[src/rtl/bp_be_iter_sched.sv]
// Purpose: round-robin scheduler sharing one iterative div/rem/sqrt unit between int (0) and fp (1) requesters.
// Latency: zero-cycle issue (ready/start combinational in IDLE); result held from the cycle after done until consumed.
// Backpressure: no grant while unit not ready, flushing, busy or holding a result; result held until wb_yumi_i.
module bp_be_iter_sched #(
    parameter int tag_width_p = 5,
    parameter int lat_width_p = 8
) (
    input  logic                     clk_i,
    input  logic                     reset_i,
    input  logic [1:0]               req_v_i,
    input  logic [2*tag_width_p-1:0] req_tag_i,
    output logic [1:0]               req_ready_o,
    input  logic                     flush_i,
    input  logic                     unit_ready_i,
    output logic                     unit_v_o,
    output logic                     unit_sel_o,
    input  logic                     unit_done_i,
    output logic                     wb_v_o,
    output logic                     wb_sel_o,
    output logic [tag_width_p-1:0]   wb_tag_o,
    input  logic                     wb_yumi_i,
    output logic                     busy_o,
    output logic [lat_width_p-1:0]   lat_o
);

    typedef enum logic [1:0] {
        IDLE = 2'd0,
        BUSY = 2'd1,
        DONE = 2'd2
    } state_e;

    state_e                 state_r, state_n;
    logic                   rr_ptr_r;
    logic                   poison_r;
    logic                   sel_r;
    logic [tag_width_p-1:0] tag_r;
    logic [lat_width_p-1:0] lat_cnt_r;
    logic [lat_width_p-1:0] lat_r;
    logic                   busy_r;
    logic                   rst_q_r;
    logic                   out_en;
    logic                   accept;
    logic                   gnt_idx;

    // Outputs are forced quiet in the reset cycle and the one right after it.
    assign out_en = ~reset_i & ~rst_q_r;

    assign busy_o = out_en & busy_r;
    assign lat_o  = out_en ? lat_r : '0;

    // Remembers that the previous cycle was a reset cycle.
    always_ff @(posedge clk_i) begin
        rst_q_r <= reset_i;
    end

    // State register.
    always_ff @(posedge clk_i) begin
        if (reset_i) begin
            state_r <= IDLE;
        end else begin
            state_r <= state_n;
        end
    end

    // Next-state, grant and output decode.
    always_comb begin
        state_n     = state_r;
        req_ready_o = 2'b00;
        unit_v_o    = 1'b0;
        unit_sel_o  = 1'b0;
        wb_v_o      = 1'b0;
        wb_sel_o    = 1'b0;
        wb_tag_o    = '0;
        accept      = 1'b0;
        gnt_idx     = 1'b0;
        if (out_en) begin
            case (state_r)
                IDLE: begin
                    if (unit_ready_i && !flush_i && (req_v_i != 2'b00)) begin
                        // Contention resolves to the pointer; otherwise the lone valid wins.
                        gnt_idx              = (&req_v_i) ? rr_ptr_r : req_v_i[1];
                        req_ready_o[gnt_idx] = 1'b1;
                        accept               = 1'b1;
                        unit_v_o             = 1'b1;
                        unit_sel_o           = gnt_idx;
                        state_n              = BUSY;
                    end
                end
                BUSY: begin
                    // The unit cannot abort; a flushed op is drained and its result dropped.
                    if (unit_done_i) begin
                        state_n = (poison_r || flush_i) ? IDLE : DONE;
                    end
                end
                DONE: begin
                    wb_v_o   = ~flush_i;
                    wb_sel_o = sel_r;
                    wb_tag_o = tag_r;
                    if (flush_i || wb_yumi_i) begin
                        state_n = IDLE;
                    end
                end
                default: state_n = IDLE;
            endcase
        end
    end

    // Operation bookkeeping: captured op, round-robin pointer, poison and latency counters.
    always_ff @(posedge clk_i) begin
        if (reset_i) begin
            rr_ptr_r  <= 1'b0;
            poison_r  <= 1'b0;
            sel_r     <= 1'b0;
            tag_r     <= '0;
            lat_cnt_r <= '0;
            lat_r     <= '0;
            busy_r    <= 1'b0;
        end else begin
            busy_r <= (state_r != IDLE);
            if (accept) begin
                sel_r     <= gnt_idx;
                tag_r     <= gnt_idx ? req_tag_i[2*tag_width_p-1:tag_width_p]
                                     : req_tag_i[tag_width_p-1:0];
                rr_ptr_r  <= ~gnt_idx;
                lat_cnt_r <= {{(lat_width_p-1){1'b0}}, 1'b1};
                poison_r  <= 1'b0;
            end else if (state_r == BUSY) begin
                if (lat_cnt_r != {lat_width_p{1'b1}}) begin
                    lat_cnt_r <= lat_cnt_r + 1'b1;
                end
                if (unit_done_i) begin
                    lat_r <= lat_cnt_r;
                end else if (flush_i) begin
                    poison_r <= 1'b1;
                end
            end
        end
    end

    // Writeback may only consume a valid result; a yumi coinciding with a flush is
    // tolerated because the flush already discards the held result that cycle.
    a_yumi_legal: assert property (@(posedge clk_i) disable iff (reset_i)
        wb_yumi_i |-> (wb_v_o || flush_i));

endmodule

[config.mk]
export PLATFORM = sky130hd
export DESIGN_NAME = bp_be_iter_sched
export DESIGN_NICKNAME = d
export VERILOG_FILES = /design/src/rtl/bp_be_iter_sched.sv
export SDC_FILE = /design/constraint.sdc
export NUM_CORES = 1
export LEC_CHECK = 0
export ABC_AREA = 1
export CAP_MARGIN = 10
export CORE_MARGIN = 4
export CORE_UTILIZATION = 30
export CTS_CLUSTER_DIAMETER = 100
export DETAILED_ROUTE_END_ITERATION = 10
export RECOVER_POWER = 100
export SLEW_MARGIN = 20
export SYNTH_ARGS = -nofsm -noshare
export SYNTH_HDL_FRONTEND = slang
export SYNTH_SLANG_ARGS = --single-unit
export TNS_END_PERCENT = 5
[constraint.sdc]
create_clock -name clk_i -period 2 [get_ports clk_i]
set_input_delay 0.4 -clock clk_i [delete_from_list [all_inputs] [get_ports clk_i]]
set_output_delay 0.4 -clock clk_i [all_outputs]
set_load 0.03 [all_outputs]
==> impl_metrics.py, run 1 <==
metrics = {
    "global_route": {
        "antenna_found_initial": 0,
        "globalRouteOverflowTotal": 0,
        "track_usage_pct": 12.6,
        "grt_pass1_vias": 1278,
        "grt_pass1_wl_microns": 5670,
        "grt_max_degree": 17,
    },
    "cts": {
        "clockBufferDepth": 2,
        "clkSinkCount": 28,
        "root_buffer": "clkbuf_8",
        "cts_tree": "built",
        "numCtsBuffers": 3,
        "htreeDepth": 1,
        "path_clk_slew_ns": 0.11,
        "clock_latency_ns": 0.27,
    },
    "floorplanning": {
        "die_h_microns": 75.9,
        "start_util_pct": 31.3,
        "placementRows": 24,
        "coreArea_sq_um": 4410,
        "die_x_microns": 75.9,
        "die_area_sq_um": 5750,
        "ios": 38,
    },
    "synthesis": {
        "synth.top_cells.by_area": "dfxtp_1, nand2_1, inv_1",
        "synthCells": 208,
        "syn_avg_cell_area_sq_um": 6.64,
        "synth_edf_count": 0,
        "yosysSeqAreaShare_pct": 40.6,
        "netlist_area_sq_um": 1380,
        "synth.ff_latch_count": 28,
        "synth.cells.most_frequent": "nand2_1, inv_1, dfxtp_1",
        "synth_nets": 227,
        "synth_top_area_share_pct": 40.6,
        "async_flop_share_pct": 0,
        "synth_cell_types": 23,
        "ys_warn_count": 0,
        "yosysMostFrequentCell": "nand2_1",
        "synth_ff_type": "dfxtp_1",
        "yosysTopAreaCell": "dfxtp_1",
    },
    "setup_path": {
        "required_ns": 1.60,
        "cp.arrival_ns": 1.55,
        "cp-start-kind": "input pin",
        "cp-end-kind": "output pin",
        "crit_fanout": 3,
        "timing.rr.start": "state_r[1]$_SDFFE_PP0P_",
        "timing.rr.end": "tag_r[2]$_SDFFE_PP0P_",
        "critical_path_class": "in -> out",
        "setup.worst_path.start": "unit_ready_i",
        "r2r_slack_ns": 0.35,
        "crit_end": "unit_v_o",
        "r2r_cells": 6,
    },
    "run": {
        "drv_cap": 0,
    },
    "route": {
        "drcViolationCount": 0,
        "drt_iter0_drc": 56,
        "first_pass_iters": 4,
        "wl_per_cell_microns": 11.2,
        "viasPerCell": 4.53,
        "vias": 1409,
        "postRouteWirelength_microns": 3490,
        "antenna_left": 0,
    },
    "finish": {
        "antenna_cells": 0,
        "final_cells": 311,
        "synthToLayoutAreaGrowth_pct": 41.2,
        "finalNetCount": 279,
        "layout-drive-gt1-share_pct": 20.8,
        "nFillCells": 461,
    },
    "sta": {
        "min_period_ns": 1.95,
        "fin_setup_tns_ns": 0,
        "drv_slew": 0,
        "fin_crit_sh_pct": 97.6,
        "fin_skew_ns": 0.00876,
        "fmax_mhz": 513,
        "hold_viol": 0,
        "finalHoldWorstSlack_ns": 0.459,
        "slew_headroom_pct": 70.1,
        "setup_viol": 0,
        "max_slew.worst_pin.slew_ns": 0.447,
    },
    "outcome": {
        "run_status": "complete, no violations",
    },
    "placed_design": {
        "gp_congestion": 0.839,
        "dp_cells": 307,
        "post-dp-hpwl_microns": 2740,
        "port_buffers": 37,
    },
    "power_and_ir_drop": {
        "vdd_drop_max_mv": 0.431,
        "p_leak_nw": 0.827,
        "p_per_area_nw_per_um2": 600,
    },
    "min_path": {
        "hold_path_class": "reg -> reg",
    },
}
## cells by family after synthesis
| logic type | after synthesis | share of synthesized area (%) |
|---|---|---|
| AO/OA/AOI/OAI | 33 | 12.6 |
| XOR/XNOR | 2 | 1.27 |
| adder cells (fa/ha/maj) | 1 | 0.906 |
| buffers and inverters | 37 | 10.5 |
| flip-flops | 28 | 40.6 |
| AND/OR/NAND/NOR | 107 | 34.1 |
## timing repair
item | CTS | global route
setup buffers | 0 | 0
gates resized for setup | 1 | 11
cloned | 0 | 0
setup endpoints to repair | 1 | 12
hold buffers | 0 | 0
pin swaps | 0 | 3
## how the worst min path moves through the flow
stage | to | depth (start not counted) | slack [ns] | start
final | lat_r[2]$_SDFFE_PP0P_ | 2 | 0.46 | lat_r[2]$_SDFFE_PP0P_
after floorplan | rst_q_r$_DFF_P_ | 0 | 0.43 | reset_i
after CTS | lat_r[2]$_SDFFE_PP0P_ | 2 | 0.46 | lat_r[2]$_SDFFE_PP0P_
after global routing | lat_r[2]$_SDFFE_PP0P_ | 2 | 0.48 | lat_r[2]$_SDFFE_PP0P_
after global placement | lat_r[6]$_SDFFE_PP0P_ | 2 | 0.44 | lat_r[6]$_SDFFE_PP0P_
after detailed placement | lat_r[2]$_SDFFE_PP0P_ | 2 | 0.44 | lat_r[2]$_SDFFE_PP0P_
## worst max-delay path, cell delays in order
cell             delay, ns
clkdlybuf4s50_1       0.45
inv_1                 0.06
nor2_4                0.13
nand2_2               0.09
nor2_4                0.14
buf_4                 0.13
buf_4                 0.15
## area by class of cell
cell class              instances  area, sq um  share of cell area [%]
clock buffers                   3         41.3                    2.12
well taps                      52         65.1                    3.34
multi-input cells             143          699                    35.9
repair buffers                 52          434                    22.3
inverters                      32          120                    6.16
clock inverters                 1         30.0                    1.54
flip-flops and latches         28          561                    28.7
## routing by layer
layer	share of wire [%]	GRT usage, %
met5	0	0
met4	1.0	3.11
met1	48	16.6
met2	46	21.3
met3	4.4	2.11
## cells in the final DEF (no fill, tap or decap), drive strengths merged
master          n
nand3b          1
bufinv          1
a21boi          1
nand4           2
dfxtp          28
ha              1
dlymetal6s2s    2
o21ai          12
nor2           31
nor3            4
clkbuf          5
xor2            2
buf            33
inv            32
nand2          53
clkdlybuf4s50  15
o22ai           2
a21oi          18
nand3          16
## where the power goes
group	internal, W	switching (W)
clock network	0.000268	0.000183
registers	0.000569	0.00000697
logic	0.0000680	0.0000756
## registers in the layout, summed over array words and instances (netlist names)
| signal | count |
|---|---|
| sel_r | 1 |
| rr_ptr_r | 1 |
| busy_r | 1 |
| rst_q_r | 1 |
| poison_r | 1 |
| lat_r | 8 |
| lat_cnt_r | 8 |
| tag_r | 5 |
| state_r | 2 |
## per-stage QoR
step                setup slack [ns]  total power [W]  util [%]  area, sq um
floorplan                      0.121         0.000652         -         1380
global placement              0.0247         0.000728      42.1         1860
detailed placement           0.00234         0.000729      42.1         1860
CTS                           0.0219          0.00118      43.7         1930
global route                -0.00386          0.00122      44.2         1950
finish                        0.0489          0.00117      44.2         1950
Note: power is estimated with default switching activity, not from simulation.
==> inputs of run 2 (changes only) <==
- TNS_END_PERCENT: 5 -> 30
==> results of run 2 <==
No change in the layout: final DEF, timing and power equal those of run 1.
